<file path="config.mk">
export PLATFORM = sky130hd
export DESIGN_NAME = instruction_memory
export DESIGN_NICKNAME = d
export VERILOG_FILES = /design/src/rtl/common_pkg.sv /design/src/rtl/instruction_memory.sv
export SDC_FILE = /design/constraint.sdc
export NUM_CORES = 1
export LEC_CHECK = 0
export CORE_UTILIZATION = 26
export DETAILED_ROUTE_END_ITERATION = 12
export PLACE_DENSITY = 0.85
export RECOVER_POWER = 25
export SETUP_SLACK_MARGIN = 0.3
export SKIP_LAST_GASP = 1
export SLEW_MARGIN = 20
export SYNTH_ARGS = -nofsm -noshare
export SYNTH_HDL_FRONTEND = slang
export SYNTH_SLANG_ARGS = --single-unit
</file>
<file path="constraint.sdc">
create_clock -name vclk -period 2.4
set_input_delay 0.48 -clock vclk [all_inputs]
set_output_delay 0.48 -clock vclk [all_outputs]
set_load 0.01 [all_outputs]
</file>
<file path="src/rtl/common_pkg.sv">
// Shared constants for the minimal RISC-V core: widths, fill word and the
// fixed boot image used by instruction_memory.
package common_pkg;

  localparam int INSTRUCTION_MEMORY_ADDRESS_WIDTH = 16;
  localparam int INSTRUCTION_WIDTH                = 32;
  localparam logic [INSTRUCTION_WIDTH-1:0] INSTRUCTION_MEMORY_FILL_WORD = 32'hDEADBEEF;

  // Word index -> boot image word; everything past the program is fill.
  function automatic logic [INSTRUCTION_WIDTH-1:0] boot_image_word(input int unsigned index);
    case (index)
      0:       boot_image_word = 32'h02103083;
      1:       boot_image_word = 32'hAFBFCFDF;
      2:       boot_image_word = 32'h7034EF55;
      3:       boot_image_word = 32'h11223344;
      default: boot_image_word = INSTRUCTION_MEMORY_FILL_WORD;
    endcase
  endfunction

endpackage

</file>
<file path="src/rtl/instruction_memory.sv">
// Word-addressed instruction store with a zero-latency read port.
// Define INSTRUCTION_MEMORY_LOAD_EN to add a synchronous load port that rewrites the boot image.
module instruction_memory
  import common_pkg::*;
#(
  parameter int DEPTH = 64
) (
  input  logic                                        clk,
  input  logic                                        rst,
  input  logic [INSTRUCTION_MEMORY_ADDRESS_WIDTH-1:0] instruction_address,
  output logic [INSTRUCTION_WIDTH-1:0]                instruction_data
`ifdef INSTRUCTION_MEMORY_LOAD_EN
  ,
  input  logic                                        load_enable,
  input  logic [INSTRUCTION_MEMORY_ADDRESS_WIDTH-1:0] load_address,
  input  logic [INSTRUCTION_WIDTH-1:0]                load_data
`endif
);

  localparam int AW      = INSTRUCTION_MEMORY_ADDRESS_WIDTH;
  localparam int INDEX_W = (DEPTH > 1) ? $clog2(DEPTH) : 1;
  // One extra bit so DEPTH = 2^AW still compares correctly.
  localparam logic [AW:0] DEPTH_LIMIT = DEPTH[AW:0];

  logic [INSTRUCTION_WIDTH-1:0] mem [DEPTH];
  logic                         read_in_range;

  // Out-of-range addresses return the fill word rather than aliasing onto low words.
  assign read_in_range = ({1'b0, instruction_address} < DEPTH_LIMIT);

  always_comb begin
    instruction_data = INSTRUCTION_MEMORY_FILL_WORD;
    if (read_in_range) instruction_data = mem[instruction_address[INDEX_W-1:0]];
  end

`ifdef INSTRUCTION_MEMORY_LOAD_EN

  logic load_in_range;

  assign load_in_range = ({1'b0, load_address} < DEPTH_LIMIT);

  // Reset reloads the whole image asynchronously; loads outside the array are dropped.
  always_ff @(posedge clk or posedge rst) begin
    if (rst) begin
      for (int i = 0; i < DEPTH; i++) mem[i] <= boot_image_word(i);
    end else if (load_enable && load_in_range) begin
      mem[load_address[INDEX_W-1:0]] <= load_data;
    end
  end

`else

  logic unused_ok;

  for (genvar i = 0; i < DEPTH; i++) begin : g_rom
    assign mem[i] = boot_image_word(i);
  end

  // Pure ROM: clk and rst are kept on the port list for drop-in compatibility only.
  assign unused_ok = &{1'b0, clk, rst};

`endif

endmodule

</file>
* Word-level counts from Yosys, hierarchy flattened *
Memory sizes are Yosys's and may differ from the RTL's.
Index checks and enable logic that the tools add are counted.

storage, ports and cells
  word-level logic and storage cells = 7
  input port bits = 18
  memories kept = 1
  output and inout port bits = 32
  ROM bits = 2048
  flip-flop bits (word level) = 0

cells by class
  bitwise logic cells = 1
  muxes and demuxes = 3
  magnitude comparators = 2

memory list
  memory           depth  width  rd ports  clocked after memory_dff  write ports  line                      RTL
  (no name shown)  64     32     1         0                         0            instruction_memory.sv:33  if (read_in_range) instruction_data = mem[instruction_address[INDEX_W-1:0]];

operators with widths
  operator                                                                       count
  32-bit 2-to-1 mux                                                              3
  16-bit by 7-bit less-than comparator with 1-bit output, second input constant  1
  7-bit >= comparator, second input constant                                     1
  6-bit NOT with 7-bit output                                                    1

* Depth between registers and ports, before layout *
  word-level depth = 5
  gate-level depth with buffers = 4
  gate-level depth less buffers = 3

* Worst setup path before layout *
Ideal clock, no wire load.

  path kind = input port to output port
  start = input port instruction_address[2]
  end = output port instruction_data[16]
  stages on the path = 4
  data arrival time = 1.808 ns
  path buffers = 1
  path slack = 0.112 ns
  data required time = 1.920 ns
  cells stage by stage = or4_1 -> nand4bb_4 -> or2_1 -> buf_4

between the ends
  word-level cells in the longest chain between the ends = 5
  elaborated cells between the ends (all ways) = 6
  classes of those cells = 1 x order compare; 3 x mux; 1 x bitwise; 1 x memory

ends and longest elaborated chain
  element                                               line                      RTL
  start, declared                                       instruction_memory.sv:10  input logic [INSTRUCTION_MEMORY_ADDRESS_WIDTH-1:0] instruction_address,
  6-bit NOT with 7-bit output (not written as such)     instruction_memory.sv:33
  memory read 64 x 32 bit                               --
  32-bit 2-to-1 mux (not written as such) (2 in a row)  instruction_memory.sv:33
  32-bit 2-to-1 mux (*)                                 instruction_memory.sv:33
  end, declared                                         instruction_memory.sv:11  output logic [INSTRUCTION_WIDTH-1:0] instruction_data

Mark *: on every way between the ends. The rest lies on a longest branch, timed or not. The select of a mux whose other input is x is not followed.

* Worst setup path in the final report *
  start = input port instruction_address[4]
  end = output port instruction_data[31]

The elaborated chain is that of the path after synthesis.

==> flow_summary_export.csv <==
group,metric,value,unit
outcome,status,"finished, final reports clean",
place,portBuffers,47,
sta,rsz0062_at_grt,"true",
grt,grt_max_degree,8,
critical_path,crit_chain,"buf_6 -> or4_4 -> nand4bb_4 -> or2_4 -> buf_6",
critical_path,cp_data_required_time,1.92,ns
critical_path,slowest_stage,"or4_4",
sta,final.period_utilization,95.88,%
hold_path,min_path_type,"in -> out",
critical_path,worstSetupStartpointType,"input pin",
pwr,power_density,66.17,nW/um^2
routing,antenna_left,0,
floorplanning,die_y,39.62,um
place,hpwl,866.3,um
critical_path,cp-endpoint,"instruction_data[31]",
critical_path,worst-setup-path-type,"in -> out",
critical_path,critPathTopFamily,"simple AND/OR/NAND/NOR gates",
synth,synth.largest_area_cell,"buf_4",
routing,post_drt_wl_per_cell,10.59,um
final_layout,register_area,0,um^2
synth,syn_inst,45,
synth,synth.distinct_cells,14,
routing,vias,457,
sta,fin_crit,2.301,ns
synth,syn-cell-area,367.9,um^2
critical_path,crit_arrival,1.82,ns
final_layout,final_nets,115,
synth,synth_area_leaders,"buf_4 (37%), ha_1 (17%), nand4_1 (8.5%)",
place,placed_cells,97,
final_layout,area_growth_syn_to_layout,120.4,%
critical_path,cp.depth,5,
sta,fmax,0.4346,GHz
place,post-place-ws,-0.5708,ns
critical_path,path_buf_inv,2,
synth,synth_area_per_cell,8.175,um^2
pwr,p_leak,0.4058,nW
synth,synth-seq-area-share,0,%
synth,syn-num-nets,68,
final_layout,n_sequential_cell,0,
sta,maxSlewViolCount,0,
final_layout,fin_cells,105,
grt,grt_antenna_before_repair,0,
critical_path,worst_path_most_repeated_cell,"buf_6",
final_layout,layout-drive-gt1-share,66.67,%
grt,grt_pass1_wl,1676,um
routing,drc,0,
grt,grt_usage,14.85,%
floorplanning,core,1301,um^2
grt,first_global_vias,404,
floorplanning,ioPinCount,50,
floorplanning,dieArea,1569,um^2
critical_path,critPathMaxFanout,7,
sta,setup-violations-final,0,
critical_path,crit_start,"instruction_address[4]",
routing,drt_iter0_markers,3,
synth,synth_top_area_share,36.73,%
critical_path,critPathMaxStageDelay,0.53,ns
critical_path,crit_path_end_kind,"output port",
routing,drt_wl_total,1112,um
final_layout,fillers,115,
sta,final.setup.tns,0,ns
flow_run,maxCapViolCount,0,
routing,dr.pass1.iters,2,
sta,finalWorstSetupSlack,0.09897,ns
grt,overflow,0,
synth,yosys_warnings,0,
sta,hold_viol_final,0,
final_layout,n_clock_buffer,0,
pwr,vdd_drop_max,51.35,uV
floorplanning,rows,13,
routing,post_drt_via_cell_ratio,4.352,
final_layout,antenna_cells,0,
place,place.gp.congestion,0.7051,
floorplanning,die_width,39.62,um
floorplanning,start_util,28.27,%
-- kinds of logic (layout without fill, tap and decap cells) --
group / count (synthesis) / in the layout / share of synthesized area [%]
other: 1 / 1 / 1.019
adder cells (fa/ha/maj): 5 / 5 / 17.01
buffers and inverters: 20 / 65 / 38.78
AND/OR/NAND/NOR: 19 / 19 / 43.20
-- worst min-delay path: cells and delay by family --
family | cells | cell delay (ns)
simple gates | 3 | 0.27
buf+inv | 2 | 0.22
-- per-layer routing --
layer,up-vias,GRT usage [%],share of wire (%)
li1,228,-,-
met1,201,17.39,37
met2,28,30.33,55
met3,0,0.5682,8.6
met4,0,0,0
met5,-,0,0
-- placed cells by master, fill, tap and decap left out --
| cell type | netlist | routed |
|---|---|---|
| dlygate4sd2_1 | 0 | 6 |
| conb_1 | 1 | 1 |
| clkbuf_1 | 0 | 5 |
| nor2_1 | 3 | 3 |
| nand4_1 | 5 | 5 |
| nor2_4 | 0 | 1 |
| and4_1 | 2 | 1 |
| clkdlybuf4s50_1 | 0 | 2 |
| ha_1 | 5 | 4 |
| buf_2 | 0 | 14 |
| ha_4 | 0 | 1 |
| buf_6 | 0 | 23 |
| clkdlybuf4s15_1 | 0 | 2 |
| buf_4 | 18 | 11 |
| and4_4 | 0 | 1 |
| or4_4 | 1 | 2 |
| nand4bb_4 | 1 | 1 |
| nand2b_4 | 0 | 1 |
| nor4_4 | 1 | 1 |
| or2_1 | 3 | 1 |
| or2_4 | 0 | 2 |
| inv_2 | 0 | 2 |
-- power breakdown --
part / switching [mW] / total (mW) / internal, mW
clock network: 0 / 0 / 0
registers: 0 / 0 / 0
logic: 0.0207 / 0.0536 / 0.0330
-- cell type report --
| cell class | instances | area [um^2] | share of cell area [%] |
|---|---|---|---|
| inverter | 2 | 7.507 | 0.9259 |
| multi-input combinational | 25 | 261.5 | 32.25 |
| tap | 15 | 18.77 | 2.315 |
| timing repair buffer | 63 | 523.0 | 64.51 |
-- cell usage after synthesis (all sizes together) --
library cell	number
inv	2
ha	5
nand4	5
nand2b	1
or4	2
nor4	1
and4	2
conb	1
nor2	4
or2	3
buf	18
nand4bb	1
-- worst min-delay path by stage --
stage               slack (ns)  cells after the start              endpoint                   start
floorplan                 1.11                      1   instruction_data[1]  instruction_address[1]
global placement          2.09                      5  instruction_data[28]  instruction_address[1]
detailed placement        2.09                      5  instruction_data[28]  instruction_address[1]
CTS                       1.45                      5  instruction_data[21]  instruction_address[6]
global route              1.50                      5  instruction_data[17]  instruction_address[6]
finish                    1.45                      5   instruction_data[6]  instruction_address[6]
-- repair_timing --
| item | in CTS | in global routing |
|---|---|---|
| buffers inserted | 8 | 0 |
| endpoints found under the setup margin | 31 | 31 |
| hold buffers | 0 | 0 |
| resized for setup | 178 | 3 |
| hold endpoints to repair | 0 | 0 |
| pin swaps | 11 | 8 |
-- through the flow --
stage               cell area [um^2]  power, mW  util [%]  hold WS (ns)
detailed placement             792.0    0.05278     60.87         2.091
global route                   810.8    0.05782     62.31         1.498
CTS                            803.3    0.05265     61.73         1.452
floorplan                      385.4    0.01351         -         1.108
global placement               792.0    0.05158     60.87         2.093
finish                         810.8    0.05365     62.31         1.449
Note: power is estimated with default switching activity, not from simulation.
